File: src/rtl/fsm_trace_mon_pkg.sv
// fsm_trace_mon_pkg: digit codes, monitor states, event record and transition helpers
package fsm_trace_mon_pkg;

    localparam logic [2:0] D0 = 3'd0;
    localparam logic [2:0] D2 = 3'd2;
    localparam logic [2:0] D3 = 3'd3;
    localparam logic [2:0] D4 = 3'd4;
    localparam logic [2:0] D5 = 3'd5;

    typedef enum logic [1:0] {IDLE, TRACK, RESYNC} mon_state_e;

    typedef struct packed {
        logic [2:0] expected;
        logic [2:0] got;
    } evt_t;

    function automatic logic is_legal(input logic [2:0] d);
        return d == D0 || d == D2 || d == D3 || d == D4 || d == D5;
    endfunction

    // Illegal codes never reach here in TRACK, so their D0 fallback is arbitrary
    function automatic logic [2:0] nxt_digit(input logic [2:0] d, input logic a);
        return d == D0 ? D3 :
               d == D3 ? (a ? D5 : D2) :
               d == D2 ? D4 :
               d == D4 ? (a ? D3 : D0) :
               d == D5 ? D2 : D0;
    endfunction

endpackage

File: src/rtl/fsm_trace_mon_fifo.sv
// fsm_trace_mon_fifo: event FIFO; a push while full without a pop is dropped and sets sticky ovf
module fsm_trace_mon_fifo #(
    parameter int DEPTH = 4,
    parameter int W     = 6
) (
    input  logic         clk,
    input  logic         reset,
    input  logic         clear,
    input  logic         push,
    input  logic         pop,
    input  logic [W-1:0] wdata,
    output logic [W-1:0] rdata,
    output logic         full,
    output logic         empty,
    output logic         ovf
);

    localparam int AW = $clog2(DEPTH);

    logic [W-1:0]  mem_q [DEPTH];
    logic [AW-1:0] wr_q, wr_d, rd_q, rd_d;
    logic [AW:0]   cnt_q, cnt_d;
    logic          ovf_q, ovf_d, do_push, do_pop;

    assign empty   = cnt_q == '0;
    assign full    = cnt_q == (AW+1)'(DEPTH);
    assign do_pop  = pop && !empty && !clear;
    assign do_push = push && (!full || do_pop) && !clear;
    assign rdata   = empty ? '0 : mem_q[rd_q];
    assign ovf     = ovf_q;

    always_comb begin
        wr_d  = clear ? '0 : wr_q + AW'(do_push);
        rd_d  = clear ? '0 : rd_q + AW'(do_pop);
        cnt_d = clear ? '0 : cnt_q + (AW+1)'(do_push) - (AW+1)'(do_pop);
        ovf_d = !clear && (ovf_q || (push && full && !do_pop));
    end

    always_ff @(posedge clk or negedge reset) begin
        if (!reset) begin
            wr_q  <= '0;
            rd_q  <= '0;
            cnt_q <= '0;
            ovf_q <= 1'b0;
        end else begin
            wr_q  <= wr_d;
            rd_q  <= rd_d;
            cnt_q <= cnt_d;
            ovf_q <= ovf_d;
        end
    end

    always_ff @(posedge clk) begin
        if (do_push) mem_q[wr_q] <= wdata;
    end

endmodule

File: src/rtl/fsm_trace_monitor.sv
// fsm_trace_monitor: predicts and checks the octal-digit FSM trace; counters, sticky flags
// and, with FSM_TRACE_MON_FIFO_EN defined, a mismatch event FIFO
module fsm_trace_monitor
    import fsm_trace_mon_pkg::*;
#(
    parameter int FIFO_DEPTH = 4,
    parameter int CHK_W      = 16,
    parameter int MIS_W      = 8
) (
    input  logic             clk,
    input  logic             reset,
    input  logic             clear,
    input  logic             in_valid,
    input  logic             a,
    input  logic [2:0]       digit,
    output logic             err,
    output logic             illegal,
    output logic [CHK_W-1:0] check_cnt,
    output logic [MIS_W-1:0] mis_cnt,
    output logic             evt_valid,
    output logic [5:0]       evt_data,
    input  logic             evt_ready,
    output logic             evt_ovf
);

    mon_state_e       state_q, state_d;
    logic [2:0]       prev_d_q, prev_d_d, exp_dig;
    logic             prev_a_q, prev_a_d;
    logic             err_q, err_d, illegal_q, illegal_d;
    logic [CHK_W-1:0] check_cnt_q, check_cnt_d;
    logic [MIS_W-1:0] mis_cnt_q, mis_cnt_d;
    logic             legal, cmp, mis;

    assign legal   = is_legal(digit);
    assign exp_dig = nxt_digit(prev_d_q, prev_a_q);
    assign cmp     = in_valid && state_q == TRACK;
    assign mis     = cmp && digit != exp_dig;

    always_comb begin
        state_d     = state_q;
        prev_d_d    = prev_d_q;
        prev_a_d    = prev_a_q;
        err_d       = err_q;
        illegal_d   = illegal_q;
        check_cnt_d = check_cnt_q;
        mis_cnt_d   = mis_cnt_q;
        if (clear) begin
            state_d     = IDLE;
            prev_d_d    = '0;
            prev_a_d    = 1'b0;
            err_d       = 1'b0;
            illegal_d   = 1'b0;
            check_cnt_d = '0;
            mis_cnt_d   = '0;
        end else if (in_valid) begin
            state_d     = state_q == TRACK ? (mis ? RESYNC : TRACK) : (legal ? TRACK : state_q);
            prev_d_d    = digit;
            prev_a_d    = a;
            err_d       = err_q || mis;
            illegal_d   = illegal_q || !legal;
            check_cnt_d = (cmp && !(&check_cnt_q)) ? check_cnt_q + CHK_W'(1) : check_cnt_q;
            mis_cnt_d   = (mis && !(&mis_cnt_q)) ? mis_cnt_q + MIS_W'(1) : mis_cnt_q;
        end
    end

    always_ff @(posedge clk or negedge reset) begin
        if (!reset) begin
            state_q     <= IDLE;
            prev_d_q    <= '0;
            prev_a_q    <= 1'b0;
            err_q       <= 1'b0;
            illegal_q   <= 1'b0;
            check_cnt_q <= '0;
            mis_cnt_q   <= '0;
        end else begin
            state_q     <= state_d;
            prev_d_q    <= prev_d_d;
            prev_a_q    <= prev_a_d;
            err_q       <= err_d;
            illegal_q   <= illegal_d;
            check_cnt_q <= check_cnt_d;
            mis_cnt_q   <= mis_cnt_d;
        end
    end

    assign err       = err_q;
    assign illegal   = illegal_q;
    assign check_cnt = check_cnt_q;
    assign mis_cnt   = mis_cnt_q;

`ifdef FSM_TRACE_MON_FIFO_EN
    evt_t ev;
    logic fifo_empty, unused_full;

    assign ev = '{expected: exp_dig, got: digit};

    fsm_trace_mon_fifo #(.DEPTH(FIFO_DEPTH), .W(6)) u_fifo (
        .clk   (clk),
        .reset (reset),
        .clear (clear),
        .push  (mis),
        .pop   (evt_ready),
        .wdata (ev),
        .rdata (evt_data),
        .full  (unused_full),
        .empty (fifo_empty),
        .ovf   (evt_ovf)
    );

    assign evt_valid = !fifo_empty;
`else
    logic unused_ready;

    assign unused_ready = evt_ready;
    assign evt_valid    = 1'b0;
    assign evt_data     = '0;
    assign evt_ovf      = 1'b0;
`endif

endmodule

File: config.mk
export PLATFORM = sky130hd
export DESIGN_NAME = fsm_trace_monitor
export DESIGN_NICKNAME = d
export VERILOG_FILES = /design/src/rtl/fsm_trace_mon_pkg.sv /design/src/rtl/fsm_trace_mon_fifo.sv /design/src/rtl/fsm_trace_monitor.sv
export SDC_FILE = /design/constraint.sdc
export NUM_CORES = 1
export LEC_CHECK = 0
export BUFFER_PORTS_ARGS = -buffer_cell sky130_fd_sc_hd__buf_4
export CAP_MARGIN = 20
export CORE_MARGIN = 2
export CORE_UTILIZATION = 53
export DETAILED_ROUTE_END_ITERATION = 10
export PLACE_DENSITY_LB_ADDON = 0.3
export SLEW_MARGIN = 20
export SYNTH_ARGS = -nofsm -noshare
export SYNTH_HDL_FRONTEND = slang
export SYNTH_SLANG_ARGS = --single-unit
File: constraint.sdc
create_clock -name clk -period 2.8 [get_ports clk]
set_input_delay 0.56 -clock clk [delete_from_list [all_inputs] [get_ports clk]]
set_output_delay 0.56 -clock clk [all_outputs]
set_load 0.01 [all_outputs]
---- Word-level counts from Yosys, hierarchy flattened ----
Cells that the tools add are included.
operators by class
  eq/ne operators ......................... 10
  order comparisons ....................... 0
  shifts and indexed selects .............. 0
  $mul .................................... 0
  bitwise gates (word level) .............. 0
  divide/modulo/power cells ............... 0
  reduce and logical (&&, ||, !) cells .... 24
  muxes and demuxes ....................... 26
  add/sub/neg operators ................... 2
operator list
  operator                                              number
  2-to-1 mux 16 bit                                     3
  2-to-1 mux 8 bit                                      3
  2-to-1 mux 3 bit                                      6
  adder 16 x 1 -> 16 bit (second input constant)        1
  2-to-1 mux 2 bit                                      8
  AND reduction 16 bit                                  1
  equality test 3 x 2 -> 1 bit (second input constant)  4
  equality test 3 bit (second input constant)           4
  adder 8 x 1 -> 8 bit (second input constant)          1
  AND reduction 8 bit                                   1
  logical NOT 3 bit                                     2
  logical OR 1 bit                                      6
  2-to-1 mux 1 bit                                      6
  AND reduction 2 bit                                   3
  nonzero test 2 bit                                    3
  logical AND 1 bit                                     4
  logical NOT 1 bit                                     3
  inequality test 3 bit                                 1
  nonzero test 3 bit                                    1
  equality test 2 x 1 -> 1 bit (second input constant)  1
word-level totals
  output and inout port bits .............. 34
  flip-flop bits (word level) ............. 32
  bits in writable memories ............... 0
  input bits .............................. 9
  ROM bits ................................ 0
  bits in latches ......................... 0
  memories kept ........................... 0
  logic and storage cells ................. 69

---- Depth between registers and ports, before layout ----
  word-level depth ........................ 12
  gate-level depth with buffers ........... 8
  gate-level depth less buffers ........... 6

---- Least setup slack after synthesis ----
OpenSTA, ideal clock, no wires.
  path type ............................... input to register
  start ................................... input port in_valid
  end ..................................... register mis_cnt_q[7], in the netlist mis_cnt[7]
  path buffers ............................ 1
  arrival time ............................ 2,108 ps
  required time ........................... 2,722 ps
  library setup time ...................... 78 ps
  setup slack ............................. 614 ps
  stages .................................. 6
  path through ............................ buf_2 inv_2 or3_1 or3_1 or4_1 a21oi_1
on the way
  cells in the longest elaborated chain, start to end .. 5
  elaborated cells on any way between the ends .. 6
ends and longest elaborated chain
  element                          line                     source
  from (decl)                      fsm_trace_monitor.sv:13  input logic in_valid,
  logical AND 1 bit                fsm_trace_monitor.sv:36  assign cmp = in_valid && state_q == TRACK;
  logical AND 1 bit                fsm_trace_monitor.sv:37  assign mis = cmp && digit != exp_dig;
  logical AND 1 bit                fsm_trace_monitor.sv:62  mis_cnt_d = (mis && !(&mis_cnt_q)) ? mis_cnt_q + MIS_W'(1) : mis_cnt_q;
  nonzero test 2 bit (no line)     n/a
  AND reduction 2 bit (no line) *  n/a
  to (signal assigned)             fsm_trace_monitor.sv:82  mis_cnt_q <= mis_cnt_d;
  to (decl)                        fsm_trace_monitor.sv:31  logic [MIS_W-1:0] mis_cnt_q, mis_cnt_d;
Every way passes the cells marked *; elsewhere a longest branch is shown, timed or not.
A chain may end at the register's enable or synchronous reset.

---- Worst setup path after layout ----
  start ................................... register prev_d_q[0]
  end ..................................... register mis_cnt_q[4], in the netlist mis_cnt[4]
on the way
  cells in the longest elaborated chain, start to end .. 11
  elaborated cells on any way between the ends .. 15
ends and longest elaborated chain
  element                          line                     source
  from (decl)                      fsm_trace_monitor.sv:27  logic [2:0] prev_d_q, prev_d_d, exp_dig;
  from (signal assigned)           fsm_trace_monitor.sv:77  prev_d_q <= prev_d_d;
  equality test 3 bit              fsm_trace_mon_pkg.sv:27  d == D5 ? D2 : D0;
  2-to-1 mux 2 bit                 fsm_trace_mon_pkg.sv:27
  2-to-1 mux 2 bit                 fsm_trace_mon_pkg.sv:26  d == D4 ? (a ? D3 : D0) :
  2-to-1 mux 3 bit                 fsm_trace_mon_pkg.sv:25  d == D2 ? D4 :
  2-to-1 mux 3 bit                 fsm_trace_mon_pkg.sv:24  d == D3 ? (a ? D5 : D2) :
  2-to-1 mux 3 bit *               fsm_trace_mon_pkg.sv:23  return d == D0 ? D3 :
  inequality test 3 bit *          fsm_trace_monitor.sv:37
  logical AND 1 bit *              fsm_trace_monitor.sv:37
  logical AND 1 bit *              fsm_trace_monitor.sv:62
  nonzero test 2 bit (no line) *   n/a
  AND reduction 2 bit (no line) *  n/a
Marked as above.

==> impl_metrics.toml <==
[cells_and_area]
multi_input_area_um2 = 907.1
nets = 231
final-instance-count-excl-fill = 267
layout-drive-gt1-share_pct = 20.81
layout_commonest_cell = "buf_4"
fillCellCount = 291
seqCellArea_um2 = 800.8
area_delta_synth_final_pct = 15.85
antenna_cells = 0
layout_common_cells = "buf_4 (34), dfrtp_1 (32), nor2_1 (21), a21oi_1 (12), nand2_1 (12)"

[placement]
place_inst = 259
pre_cts_ws_ns = 0.4331
dpl.hpwl_um = 2510
io_buffers = 33
gp_congestion = 0.7874

[worst_setup_path]
arrival_ns = 2.46
cp_top_family = "simple AND/OR/NAND/NOR gates"
cp-start-kind = "register"
crit_chain = "or4b_1, nand3_1, o21ai_2, a221oi_2, buf_4, nor4_1, o21ba_1"
cp-end-kind = "register"
critPathMaxFanout = 11
slowest_delay_ns = 0.55
crit_buf_inv = 1
critPathRequiredTime_ns = 3.04
criticalPathCategory = "reg -> reg"
cp_slowest_cell = "or4b_1"

[cts]
htree_levels = 2
cts_setup_buffers = 0
clock_sinks = 32
insertion_delay_ns = 0.33
ctsHoldBuffers = 0
root_buffer = "clkbuf_4"
path_clk_slew_ns = 0.10
cts_resized = 0
numCtsBuffers = 5
cts_tree = "yes"
clk_path_buf_depth = 2

[sta]
fin_worst_skew_ns = 0.01620
rsz0062_at_grt = "false"
timing_max_transition_violations_final = 0
relSlewSlack_pct = 52.99
finalSetupTns_ns = 0
setup_ws_ns = 0.5797
worst_pin_slew_ns = 0.7019
timing.fmax_mhz = 450.4
setup_viol = 0
fin_crit_sh_pct = 79.30
finalHoldViolations = 0
min_period_ns = 2.220
whs_ns = 0.1475

[synth]
async_reset_ff_share_pct = 100.0
ys_ff_latch = 32
synth_edf_count = 0
syn-instance-count = 189
ys_seq_area_share_pct = 44.29
avgSynthCellArea_um2 = 9.566
syn_area_mm2 = 0.001808
synthFlopType = "dfrtp_1"
yosys_warnings = 0
synthDistinctLibCells = 49

[floorplanning]
dieArea_mm2 = 0.003894
ioPinCount = 43
std_cell_rows = 21
coreArea_mm2 = 0.003311
start_util_pct = 54.61
fp.dieH_um = 62.41
die_x_um = 62.41

[power]
leakagePower_nw = 0.9753
power-per-cell-area_mw_per_mm2 = 407.1
ir_drop_v = 0.0003272

[detailed_routing]
drt-initial-drc-count = 75
wirelength_um = 3550
routed_via_density = 5.547
routed-via-count = 1481
first_pass_iters = 4
drc = 0
ant_nets = 0
wl_per_cell_um = 13.30

[global_routing]
grt_start_max_net_pins = 35
grt_pass1_wl_um = 5913
antenna_found_initial = 0
grt.total_usage_pct = 19.03
first_global_vias = 1357
grt_remaining_overflow = 0

[outcome]
status = "complete, no violations"

[min_path]
hold_class = "in -> async"

[flow_run]
drv_cap = 0
[flip-flops by register name (all words and copies together), names as in the netlist]
register and count:
mis_cnt 8, state_q 2, prev_a_q 1, check_cnt 16, prev_d_q 3, err 1
illegal 1
[where the power goes]
part	switching, mW	internal [mW]	leakage [nW]	total (mW)
Combinational	0.0587	0.0412	0.501	0.0999
Sequential	0.0120	0.471	0.442	0.483
Clock	0.146	0.124	0.0326	0.269
[synthesized netlist by cell type, drive strengths merged, types with 4 or more instances]
cell / instances / area share [%]
a21oi: 12 / 3.3
or4: 4 / 1.7
nand2: 12 / 2.5
nor2: 22 / 4.7
dfrtp: 32 / 44
clkbuf: 5 / 1.0
buf: 12 / 5.1
nor2b: 4 / 1.4
mux2i: 6 / 3.3
xnor2: 4 / 1.9
nand2b: 5 / 1.7
xor2: 11 / 5.3
inv: 4 / 0.83
nand3: 9 / 2.5
nand4: 4 / 1.4
[cell families after synthesis]
family,synth area share (%)
xor gates and xnor gates,7.266
DFF,44.29
muxes,4.152
AOI/OAI and AO/OA,11.28
buffers and inverters,6.990
other,0.2074
and+or+nand+nor,24.43
adders and majority gates,1.384
[stage by stage]
stage | power (mW) | util [%] | instance area (um^2)
4_1_cts | 0.8664 | 63.27 | 2095
3_3_place_gp | 0.5877 | 61.49 | 2036
3_5_place_dp | 0.5931 | 61.49 | 2036
5_1_grt | 0.8955 | 63.27 | 2095
6_report | 0.8527 | 63.27 | 2095
2_1_floorplan | 0.5677 | - | 1834
[routing by layer]
metal / GRT usage, % / wire length, um
met1: 24.22 / 1553
met2: 30.91 / 1766
met3: 5.045 / 174
met4: 7.778 / 56
met5: 0 / 0
[final cells by class]
class / instances / area share [%]
inverters: 4 / 0.7168
flip-flops and latches: 32 / 38.23
repair buffers: 34 / 12.19
well taps: 46 / 2.748
clock buffers: 8 / 2.808
multi-input cells: 143 / 43.31
[worst paths after layout]
path / startpoint / end / slack (ns) / depth (start not counted)
max in group asynchronous: reset / check_cnt[5]$_DFFE_PN0P_ / 2.35 / 1
min in group clk: a / prev_a_q$_DFFE_PN0P_ / 0.48 / 3
min reg2reg: err$_DFFE_PN0P_ / err$_DFFE_PN0P_ / 0.53 / 2
max: prev_d_q[0]$_DFFE_PN0P_ / mis_cnt[4]$_DFFE_PN0P_ / 0.58 / 7
min: reset / mis_cnt[4]$_DFFE_PN0P_ / 0.15 / 1
max reg2reg: prev_d_q[0]$_DFFE_PN0P_ / mis_cnt[4]$_DFFE_PN0P_ / 0.58 / 7
Note: power is estimated with default switching activity, not from simulation.
